--- src/rtl/sample_msg_combiner_pkg.sv ---
`default_nettype none
// ============================================================================
//  Module      : sample_msg_combiner_pkg
//  Description : Shared message word definitions for the sample/message
//                combiner and splitter: header-bit position, length-field
//                width and extraction helpers, arbiter and output-select
//                encodings.
//  Revision    : 1.0 - initial release
// ============================================================================
package sample_msg_combiner_pkg;

    // Width of the length field carried in a message header.
    localparam int MSG_LENGTH_WIDTH = 16;

    // Widest stream word the helpers accept; callers zero-extend into it.
    localparam int MSG_WORD_MAX = 64;

    typedef logic [MSG_WORD_MAX-1:0] msg_word_t;

    localparam logic [0:0] ARB_IDLE = 1'b0;
    localparam logic [0:0] ARB_MSG  = 1'b1;

    localparam logic [1:0] SEL_NONE   = 2'd0;
    localparam logic [1:0] SEL_SAMPLE = 2'd1;
    localparam logic [1:0] SEL_MSG    = 2'd2;

    // Bit index of the header flag for a stream of the given width.
    function automatic int msg_hdr_bit(input int width);
        return width - 1;
    endfunction

    function automatic logic msg_is_header(input msg_word_t w, input int width);
        msg_word_t tmp;
        tmp = w >> msg_hdr_bit(width);
        return tmp[0];
    endfunction

    // Length field sits directly below the header flag.
    function automatic logic [MSG_LENGTH_WIDTH-1:0] msg_length(input msg_word_t w,
                                                               input int width);
        msg_word_t tmp;
        tmp = w >> (msg_hdr_bit(width) - MSG_LENGTH_WIDTH);
        return tmp[MSG_LENGTH_WIDTH-1:0];
    endfunction

endpackage
`default_nettype wire

--- src/rtl/sample_msg_combiner_msg_fifo.sv ---
`default_nettype none
// ============================================================================
//  Module      : msg_fifo
//  Description : Synchronous FIFO with registered single-cycle read, head
//                peek, full/empty flags and fill count. A write to a full
//                FIFO is accepted only when a read happens in the same cycle.
//  Ports       : clk, rst_n (sync, active-low), wr_en_i/wr_data_i,
//                rd_en_i -> rd_data_o (valid after the read edge),
//                head_o (combinational peek), full_o, empty_o, count_o.
//  Revision    : 1.0 - initial release
// ============================================================================
module msg_fifo #(
    parameter int WIDTH     = 32,
    parameter int LOG_DEPTH = 4
) (
    input  logic                 clk,
    input  logic                 rst_n,
    input  logic                 wr_en_i,
    input  logic [WIDTH-1:0]     wr_data_i,
    input  logic                 rd_en_i,
    output logic [WIDTH-1:0]     rd_data_o,
    output logic [WIDTH-1:0]     head_o,
    output logic                 full_o,
    output logic                 empty_o,
    output logic [LOG_DEPTH:0]   count_o
);
    localparam int DEPTH = 1 << LOG_DEPTH;

    logic [WIDTH-1:0]     mem_q [DEPTH];
    logic [LOG_DEPTH-1:0] wr_ptr_q;
    logic [LOG_DEPTH-1:0] rd_ptr_q;
    logic [LOG_DEPTH:0]   count_q;
    logic [WIDTH-1:0]     rd_data_q;
    logic                 w_rd;
    logic                 w_wr;

    assign empty_o   = (count_q == '0);
    assign full_o    = (count_q == (LOG_DEPTH+1)'(DEPTH));
    assign count_o   = count_q;
    assign head_o    = mem_q[rd_ptr_q];
    assign rd_data_o = rd_data_q;

    // Read frees a slot before the write lands, so full + read + write is legal.
    assign w_rd = rd_en_i && !empty_o;
    assign w_wr = wr_en_i && (!full_o || w_rd);

    always_ff @(posedge clk) begin
        if (!rst_n) begin
            wr_ptr_q  <= '0;
            rd_ptr_q  <= '0;
            count_q   <= '0;
            rd_data_q <= '0;
        end else begin
            if (w_wr) wr_ptr_q <= wr_ptr_q + 1'b1;
            if (w_rd) begin
                rd_ptr_q  <= rd_ptr_q + 1'b1;
                rd_data_q <= mem_q[rd_ptr_q];
            end
            case ({w_wr, w_rd})
                2'b10:   count_q <= count_q + 1'b1;
                2'b01:   count_q <= count_q - 1'b1;
                default: count_q <= count_q;
            endcase
        end
    end

    always_ff @(posedge clk) begin
        if (w_wr) mem_q[wr_ptr_q] <= wr_data_i;
    end

endmodule
`default_nettype wire

--- src/rtl/sample_msg_combiner.sv ---
`default_nettype none
// ============================================================================
//  Module      : sample_msg_combiner
//  Description : Merges a sample stream and a framed message stream into one
//                output stream. Messages are emitted contiguously; samples
//                fill the gaps. Malformed or overflowing words are dropped
//                and raise a sticky error.
//  Ports       : clk, rst_n (sync, active-low),
//                in_samples/in_samples_nd, in_msg/in_msg_nd,
//                out_data/out_nd (registered), error (sticky).
//  Config      : SAMPLE_MSG_COMBINER_MSG_PRIORITY_EN - defined: ready message
//                always beats samples; undefined: round-robin grant.
//  Revision    : 1.0 - initial release
// ============================================================================
module sample_msg_combiner
    import sample_msg_combiner_pkg::*;
#(
    parameter int WIDTH          = 32,
    parameter int SAMPLE_BUF_LOG = 4,
    parameter int MSG_BUF_LOG    = 6
) (
    input  logic             clk,
    input  logic             rst_n,
    input  logic [WIDTH-1:0] in_samples,
    input  logic             in_samples_nd,
    input  logic [WIDTH-1:0] in_msg,
    input  logic             in_msg_nd,
    output logic [WIDTH-1:0] out_data,
    output logic             out_nd,
    output logic             error
);
    // FIFO interfaces
    logic                    smp_wr, smp_rd, smp_full, smp_empty;
    logic [WIDTH-1:0]        smp_rd_data, smp_head;
    logic [SAMPLE_BUF_LOG:0] smp_count;
    logic                    msg_wr, msg_rd, msg_full, msg_empty;
    logic [WIDTH-1:0]        msg_rd_data, msg_head;
    logic [MSG_BUF_LOG:0]    msg_count;

    // Input tracker
    logic [MSG_LENGTH_WIDTH-1:0] expect_q, expect_d;
    logic                        skip_q, skip_d;
    logic                        msg_err, smp_err;
    logic                        w_in_hdr, w_len_too_big, w_msg_space;
    logic [MSG_LENGTH_WIDTH-1:0] w_in_len;

    // Arbiter
    logic [0:0]                  state_q, state_d;
    logic [MSG_LENGTH_WIDTH-1:0] remaining_q, remaining_d;
    logic                        grant_q, grant_d;   // 1: last grant was a message
    logic                        w_head_hdr, w_msg_ready, w_grant_msg;
    logic [MSG_LENGTH_WIDTH-1:0] w_head_len;
    logic [1:0]                  sel_q, sel_d;

    logic [WIDTH-1:0]            out_data_q;
    logic                        out_nd_q, error_q;

    msg_fifo #(.WIDTH(WIDTH), .LOG_DEPTH(SAMPLE_BUF_LOG)) u_sample_fifo (
        .clk(clk), .rst_n(rst_n),
        .wr_en_i(smp_wr), .wr_data_i(in_samples), .rd_en_i(smp_rd),
        .rd_data_o(smp_rd_data), .head_o(smp_head),
        .full_o(smp_full), .empty_o(smp_empty), .count_o(smp_count)
    );

    msg_fifo #(.WIDTH(WIDTH), .LOG_DEPTH(MSG_BUF_LOG)) u_msg_fifo (
        .clk(clk), .rst_n(rst_n),
        .wr_en_i(msg_wr), .wr_data_i(in_msg), .rd_en_i(msg_rd),
        .rd_data_o(msg_rd_data), .head_o(msg_head),
        .full_o(msg_full), .empty_o(msg_empty), .count_o(msg_count)
    );

    // ---------------- sample input ----------------
    assign smp_wr  = in_samples_nd && !in_samples[WIDTH-1] && (!smp_full || smp_rd);
    assign smp_err = in_samples_nd && (in_samples[WIDTH-1] || (smp_full && !smp_rd));

    // ---------------- message input tracker ----------------
    assign w_in_hdr      = msg_is_header(msg_word_t'(in_msg), WIDTH);
    assign w_in_len      = msg_length(msg_word_t'(in_msg), WIDTH);
    assign w_len_too_big = (32'(w_in_len) + 32'd1) > (32'd1 << MSG_BUF_LOG);
    assign w_msg_space   = !msg_full || msg_rd;

    always_comb begin
        expect_d = expect_q;
        skip_d   = skip_q;
        msg_wr   = 1'b0;
        msg_err  = 1'b0;
        if (in_msg_nd) begin
            if (w_in_hdr) begin
                if ((expect_q != '0) || w_len_too_big) begin
                    msg_err = 1'b1;               // dropped, tracker unchanged
                end else begin
                    expect_d = w_in_len;
                    if (w_msg_space) begin
                        msg_wr = 1'b1;
                        skip_d = 1'b0;
                    end else begin
                        msg_err = 1'b1;           // header lost: discard its body
                        skip_d  = (w_in_len != '0);
                    end
                end
            end else if (expect_q == '0) begin
                msg_err = 1'b1;
            end else begin
                expect_d = expect_q - 1'b1;
                if (!skip_q && w_msg_space) msg_wr = 1'b1;
                if (!skip_q && !w_msg_space) msg_err = 1'b1;
                // Once any word is lost, the rest of the message is skipped.
                skip_d = (skip_q || !w_msg_space) && (expect_q != 1);
            end
        end
    end

    // ---------------- output arbiter ----------------
    assign w_head_hdr  = msg_is_header(msg_word_t'(msg_head), WIDTH);
    assign w_head_len  = msg_length(msg_word_t'(msg_head), WIDTH);
    assign w_msg_ready = !msg_empty && w_head_hdr &&
                         (32'(msg_count) >= 32'(w_head_len) + 32'd1);

`ifdef SAMPLE_MSG_COMBINER_MSG_PRIORITY_EN
    assign w_grant_msg = w_msg_ready;
`else
    assign w_grant_msg = w_msg_ready && (smp_empty || !grant_q);
`endif

    // state register
    always_ff @(posedge clk) begin
        if (!rst_n) begin
            state_q     <= ARB_IDLE;
            remaining_q <= '0;
            grant_q     <= 1'b0;
            expect_q    <= '0;
            skip_q      <= 1'b0;
        end else begin
            state_q     <= state_d;
            remaining_q <= remaining_d;
            grant_q     <= grant_d;
            expect_q    <= expect_d;
            skip_q      <= skip_d;
        end
    end

    // next-state logic
    always_comb begin
        state_d     = state_q;
        remaining_d = remaining_q;
        grant_d     = grant_q;
        case (state_q)
            ARB_IDLE: begin
                if (w_grant_msg) begin
                    remaining_d = w_head_len;
                    grant_d     = 1'b1;
                    if (w_head_len != '0) state_d = ARB_MSG;
                end else if (!smp_empty) begin
                    grant_d = 1'b0;
                end
            end
            ARB_MSG: begin
                remaining_d = remaining_q - 1'b1;
                if (remaining_q == 1) state_d = ARB_IDLE;
            end
            default: state_d = ARB_IDLE;
        endcase
    end

    // output logic: FIFO read strobes and the source of next cycle's word
    always_comb begin
        msg_rd = 1'b0;
        smp_rd = 1'b0;
        sel_d  = SEL_NONE;
        case (state_q)
            ARB_IDLE: begin
                if (w_grant_msg) begin
                    msg_rd = 1'b1;
                    sel_d  = SEL_MSG;
                end else if (!smp_empty) begin
                    smp_rd = 1'b1;
                    sel_d  = SEL_SAMPLE;
                end
            end
            ARB_MSG: begin
                msg_rd = 1'b1;
                sel_d  = SEL_MSG;
            end
            default: ;
        endcase
    end

    // Second stage: FIFO read data is registered, then landed on the output.
    always_ff @(posedge clk) begin
        if (!rst_n) begin
            sel_q      <= SEL_NONE;
            out_data_q <= '0;
            out_nd_q   <= 1'b0;
            error_q    <= 1'b0;
        end else begin
            sel_q    <= sel_d;
            out_nd_q <= (sel_q != SEL_NONE);
            case (sel_q)
                SEL_MSG:    out_data_q <= msg_rd_data;
                SEL_SAMPLE: out_data_q <= smp_rd_data;
                default:    out_data_q <= '0;
            endcase
            error_q <= error_q | msg_err | smp_err;
        end
    end

    assign out_data = out_data_q;
    assign out_nd   = out_nd_q;
    assign error    = error_q;

endmodule
`default_nettype wire

--- config.mk ---
export PLATFORM = sky130hd
export DESIGN_NAME = sample_msg_combiner
export DESIGN_NICKNAME = d
export VERILOG_FILES = /design/src/rtl/sample_msg_combiner_pkg.sv /design/src/rtl/sample_msg_combiner_msg_fifo.sv /design/src/rtl/sample_msg_combiner.sv
export SDC_FILE = /design/constraint.sdc
export NUM_CORES = 2
export LEC_CHECK = 0
export BUFFER_PORTS_ARGS = -buffer_cell sky130_fd_sc_hd__clkbuf_2
export CAP_MARGIN = 0
export CORE_UTILIZATION = 60
export DETAILED_ROUTE_END_ITERATION = 7
export GPL_ROUTABILITY_DRIVEN = 0
export HOLD_SLACK_MARGIN = 0.03
export MAX_ROUTING_LAYER = met4
export PLACE_DENSITY_LB_ADDON = 0.05
export SLEW_MARGIN = 20
export SYNTH_ARGS = -nofsm -noshare
export SYNTH_HDL_FRONTEND = slang
export SYNTH_HIERARCHICAL = 1
export SYNTH_SLANG_ARGS = --single-unit
--- constraint.sdc ---
create_clock -name clk -period 16.4 [get_ports clk]
set_clock_uncertainty 0.2 [all_clocks]
set_input_delay 0.82 -clock clk [delete_from_list [all_inputs] [get_ports clk]]
set_output_delay 0.82 -clock clk [all_outputs]
set_load 0.03 [all_outputs]
After elaboration in Yosys (flattened, before gate mapping)
Memories as Yosys holds them, arrays and structs flattened. A register that Yosys moved wholly into a read port is not among the register bits.
Cells that the tools add are included.

storage, ports and cells
  logic and storage cells = 136
  flip-flop bits (word level) = 135
  bits in writable memories = 2560
  memories = 2
  output and inout port bits = 34
  bits of input ports = 68

cells by class
  add/subtract/negate cells = 12
  bitwise logic cells = 3
  equality and inequality tests = 14
  muxes and demuxes = 44
  order comparisons = 2
  reductions and logical operators = 43

memory list
  name                 words  width  read ports  clocked after Yosys merged registers in  write ports  RTL line                            text
  u_msg_fifo.mem_q     64     32     1           1                                        1            sample_msg_combiner_msg_fifo.sv:29  logic [WIDTH-1:0] mem_q [DEPTH];
  u_sample_fifo.mem_q  16     32     1           1                                        1            sample_msg_combiner_msg_fifo.sv:29

operator list
  operator               number
  $mux 16                4
  $pmux 32 s2            1
  $reduce_bool 16->1     3
  $add 16x1->17 const B  2
  $pmux 16 s2            1
  $sub 16x1->16 const B  2
  $mux 1                 30
  $ge 7x17->1            1
  $gt 17x7->1 const B    1
  $eq 16x1->1 const B    1
  $logic_not 16->1       1
  $ne 16x1->1 const B    1
  $logic_and 1x1->1      14
  $pmux 7 s2             1
  $add 6x1->6 const B    2
  $mux 6                 2
  $logic_not 1->1        10
  $pmux 5 s2             1
  $add 4x1->4 const B    2
  $logic_or 1x1->1       8
  $add 7x1->7 const B    1
  $eq 7x7->1 const B     1
  $logic_not 7->1        1
  $sub 7x1->7 const B    1
  other kinds (16)       26

Depth between registers and ports, before layout
  depth in word-level cells = 16
  depth in mapped cells = 31
  depth with buffers taken out = 27

Hierarchy
Netlist, hierarchy kept.

by module, submodules not included
  module                    area each (um2)  seq. area each (um2)  cells each  times used
  msg_fifo (u_msg_fifo)     81519.4          62640.1               4559        1
  msg_fifo (u_sample_fifo)  21728.3          16355.7               1046        1
  sample_msg_combiner       3877.5           1421.4                488         1

Worst setup path before layout
No wires, ideal clock.

  path kind = register to register
  from = reg with a tool-made name
  to = mem u_msg_fifo.mem_q[31][0] (enable)
  arrival = 6.673 ns
  library setup time = 0.423 ns
  buffers on the path = 3
  required time = 15.777 ns
  cell stages (with the launch flop) = 25
  period minus slack after synthesis = 7.296 ns
  setup slack = 9.104 ns
  cell sequence = dfxtp_1 buf_6 buf_6 buf_6 mux2_1 a222oi_1 a31oi_1 o21ai_2 a41oi_2 ha_1 nand3_1 nor2_1 xnor2_1 ha_1 o21ai_0 a221o_1 or4b_1 nor2_2 nor2_1 a221oi_1 inv_1 a41o_1 nor2_1 nand3_1 nor2_1

RTL lines
  what              RTL line
  end: declaration  sample_msg_combiner_msg_fifo.sv:29

==> results.py <==
metrics = {
    "status": {
        "status": "complete, but fails checks",
        "violations": "DRC",
    },
    "route": {
        "ant_nets": 0,
        "dr.pass1.iters": 8,
        "avgRoutedWirePerCell_um": 31.3,
        "vias": 57800,
        "viasPerCell": 6.57,
        "first_iter_violations": 7434,
        "wl_um": 275000,
        "drc": 2,
    },
    "timing": {
        "drv_slew": 0,
        "min_period_ns": 10.55,
        "timing.final.crit_share": 0.643,
        "timing.setup.tns_ns": 0,
        "relSlewSlack": 0.223,
        "fin_ws_ns": 5.85,
        "fmax_ghz": 0.0948,
        "rsz0062_at_grt": "false",
        "worst_pin_slew_ns": 1.17,
        "final-hold-violation-count": 0,
        "setup_violations": 0,
    },
    "worst_setup_path": {
        "timing.rr.end": "u_msg_fifo/mem_q[7][7]",
        "cp_data_arrival_time_ns": 10.95,
        "r2r_slack_ns": 5.85,
        "criticalPathCategory": "reg -> reg",
        "worst_ep_required_time_ns": 16.79,
        "startpoint_type": "register",
        "path_max_fanout": 64,
        "reg2reg_depth": 24,
        "end_kind": "register",
    },
    "clocking": {
        "worstSkewPairLatency_ns": 0.94,
        "cts_sinks": 2737,
        "clkTransAtPathRegs_ns": 0.06,
        "root_buffer": "clkbuf_16",
        "cts_tree": "built",
        "cts_buffer_depth": 4,
        "holdBufCountCts": 1,
        "cts_buffers": 292,
        "postCtsSetupBuffers": 0,
        "cts_resized": 0,
        "htree_levels": 5,
    },
    "floorplan": {
        "initial_core_util": 0.605,
        "core_mm2": 0.176,
        "ios": 102,
        "die-area_mm2": 0.180,
        "dieHeight_um": 424,
        "die_width_um": 424,
        "rows": 154,
    },
    "layout": {
        "final_util": 0.679,
        "fillers": 11600,
        "area_delta_synth_final_pct": 12.1,
        "drive_gt1_frac": 0.161,
        "final_net_count": 6360,
    },
    "placement": {
        "place_hpwl_um": 158000,
        "port_buffers": 101,
        "dp_slack_ns": 5.90,
    },
    "hold_path": {
        "holdPathStages": 1,
        "min_from": "in_samples[17]",
        "hold_end": "u_sample_fifo/mem_q[9][17]",
        "hold_class": "in -> reg",
    },
    "grt": {
        "first_global_vias": 55700,
        "antenna_found_initial": 8,
        "grt_pass1_wl_um": 396000,
        "grt_usage": 0.317,
        "grt_max_degree": 119,
        "grt.overflow.total": 0,
    },
    "synth": {
        "syn_avg_cell_area_um2": 17.7,
        "synth_cells": 6022,
        "synth.cell_area_mm2": 0.107,
        "synthesis.nets": 6124,
        "yosysWarnings": 6,
    },
    "flow_run": {
        "cap_violations": 0,
    },
    "power": {
        "p_clk_frac": 0.421,
        "finalPower_uw": 14700,
        "p_int_uw": 11500,
        "powerDensity_mw_per_mm2": 122,
        "power_leakage_uw": 0.0362,
        "p_comb_frac": 0.047,
        "peakVddDrop_mv": 0.108,
        "sw_frac_of_total": 0.213,
        "p_seq_frac": 0.531,
        "p_switching_uw": 3120,
    },
}
registers in the layout, indices dropped and copies added, names as in the netlist, 4 cells and up, named ones only:
signal,cells
out_data,32
u_sample_fifo/rd_ptr_q,4
remaining_q,16
u_msg_fifo/wr_ptr_q,6
u_sample_fifo/count_o,5
u_sample_fifo/wr_ptr_q,4
u_sample_fifo/rd_data_o,32
u_msg_fifo/mem_q,2048
u_sample_fifo/mem_q,512
u_msg_fifo/rd_data_o,32
u_msg_fifo/count_o,7
u_msg_fifo/rd_ptr_q,6
expect_q,16
area by class of cell:
| cell class | instances | area [um^2] | area share |
|---|---|---|---|
| antenna | 4 | 10.0 | 0.0000836 |
| clock buffer | 386 | 8020 | 0.0670 |
| clock inverter | 114 | 861 | 0.00719 |
| inverter | 39 | 146 | 0.00122 |
| multi-input combinational | 2901 | 25200 | 0.210 |
| sequential | 2737 | 80400 | 0.672 |
| tap | 2340 | 2930 | 0.0244 |
| timing repair buffer | 287 | 2190 | 0.0183 |
critical path, cell delays in order (launching register included):
cell      delay (ns)
dfxtp_4         0.95
buf_4           0.73
buf_4           0.96
mux4_2          0.42
a22o_1          0.24
a211oi_1        0.54
a21oi_1         0.09
o21a_1          0.25
ha_1            0.27
nand3_1         0.11
nor2_1          0.08
xnor2_1         0.13
ha_1            0.29
o21ai_0         0.08
a221o_1         0.34
or4b_1          0.63
nor2_2          0.23
nor2_1          0.10
a221oi_1        0.65
inv_1           0.18
a41o_1          0.43
nor2_1          0.32
nand3_1         0.70
nor2_4          0.78
buf_4           0.40
routing by layer:
metal | up-vias | wire length (um) | part of all wire | global-route usage
met3 | 424 | 24700 | 0.090 | 0.0465
met5 | - | 0 | 0 | -
met4 | 0 | 8570 | 0.031 | 0.0982
met2 | 2925 | 124000 | 0.45 | 0.456
met1 | 29900 | 118000 | 0.43 | 0.473
li1 | 24600 | - | - | -
worst max path at each step:
stage,startpoint,to,slack [ns],cells after the start
global route,register,u_msg_fifo/mem_q[7][13],5.51,24
finish,register,u_msg_fifo/mem_q[7][7],5.85,24
global placement,register,u_msg_fifo/mem_q[23][0],5.96,23
floorplan,register,u_msg_fifo/mem_q[31][0],9.10,24
CTS,register,u_msg_fifo/mem_q[31][21],5.88,23
detailed placement,register,u_msg_fifo/mem_q[31][11],5.90,23
power groups by stage:
stage	sequential, uW	clock, uW	combinational [uW]
after floorplan	7910	0	375
after global placement	7920	0	670
after detailed placement	7930	0	688
after CTS	7780	6250	691
after global routing	7790	6520	742
final	7780	6170	695
metrics by stage:
stage,area [um^2],hold WS [ns],instances
floorplan,107000,0.242,6022
detailed placement,111000,0.275,8299
finish,120000,0.0950,8808
CTS,120000,0.0423,8800
global placement,111000,0.265,8290
global route,120000,0.0878,8805
cell usage in the layout (no fill, tap or decap), drive strengths merged, types with 136 or more instances in the layout:
master	count
edfxtp	2560
buf	196
nand2	184
a22oi	164
clkbuf	476
o22ai	146
a21oi	151
nor2	253
mux2i	994
dfxtp	177
nand3	136
mux4	160
No activity file was read; power rests on OpenSTA's default activity.
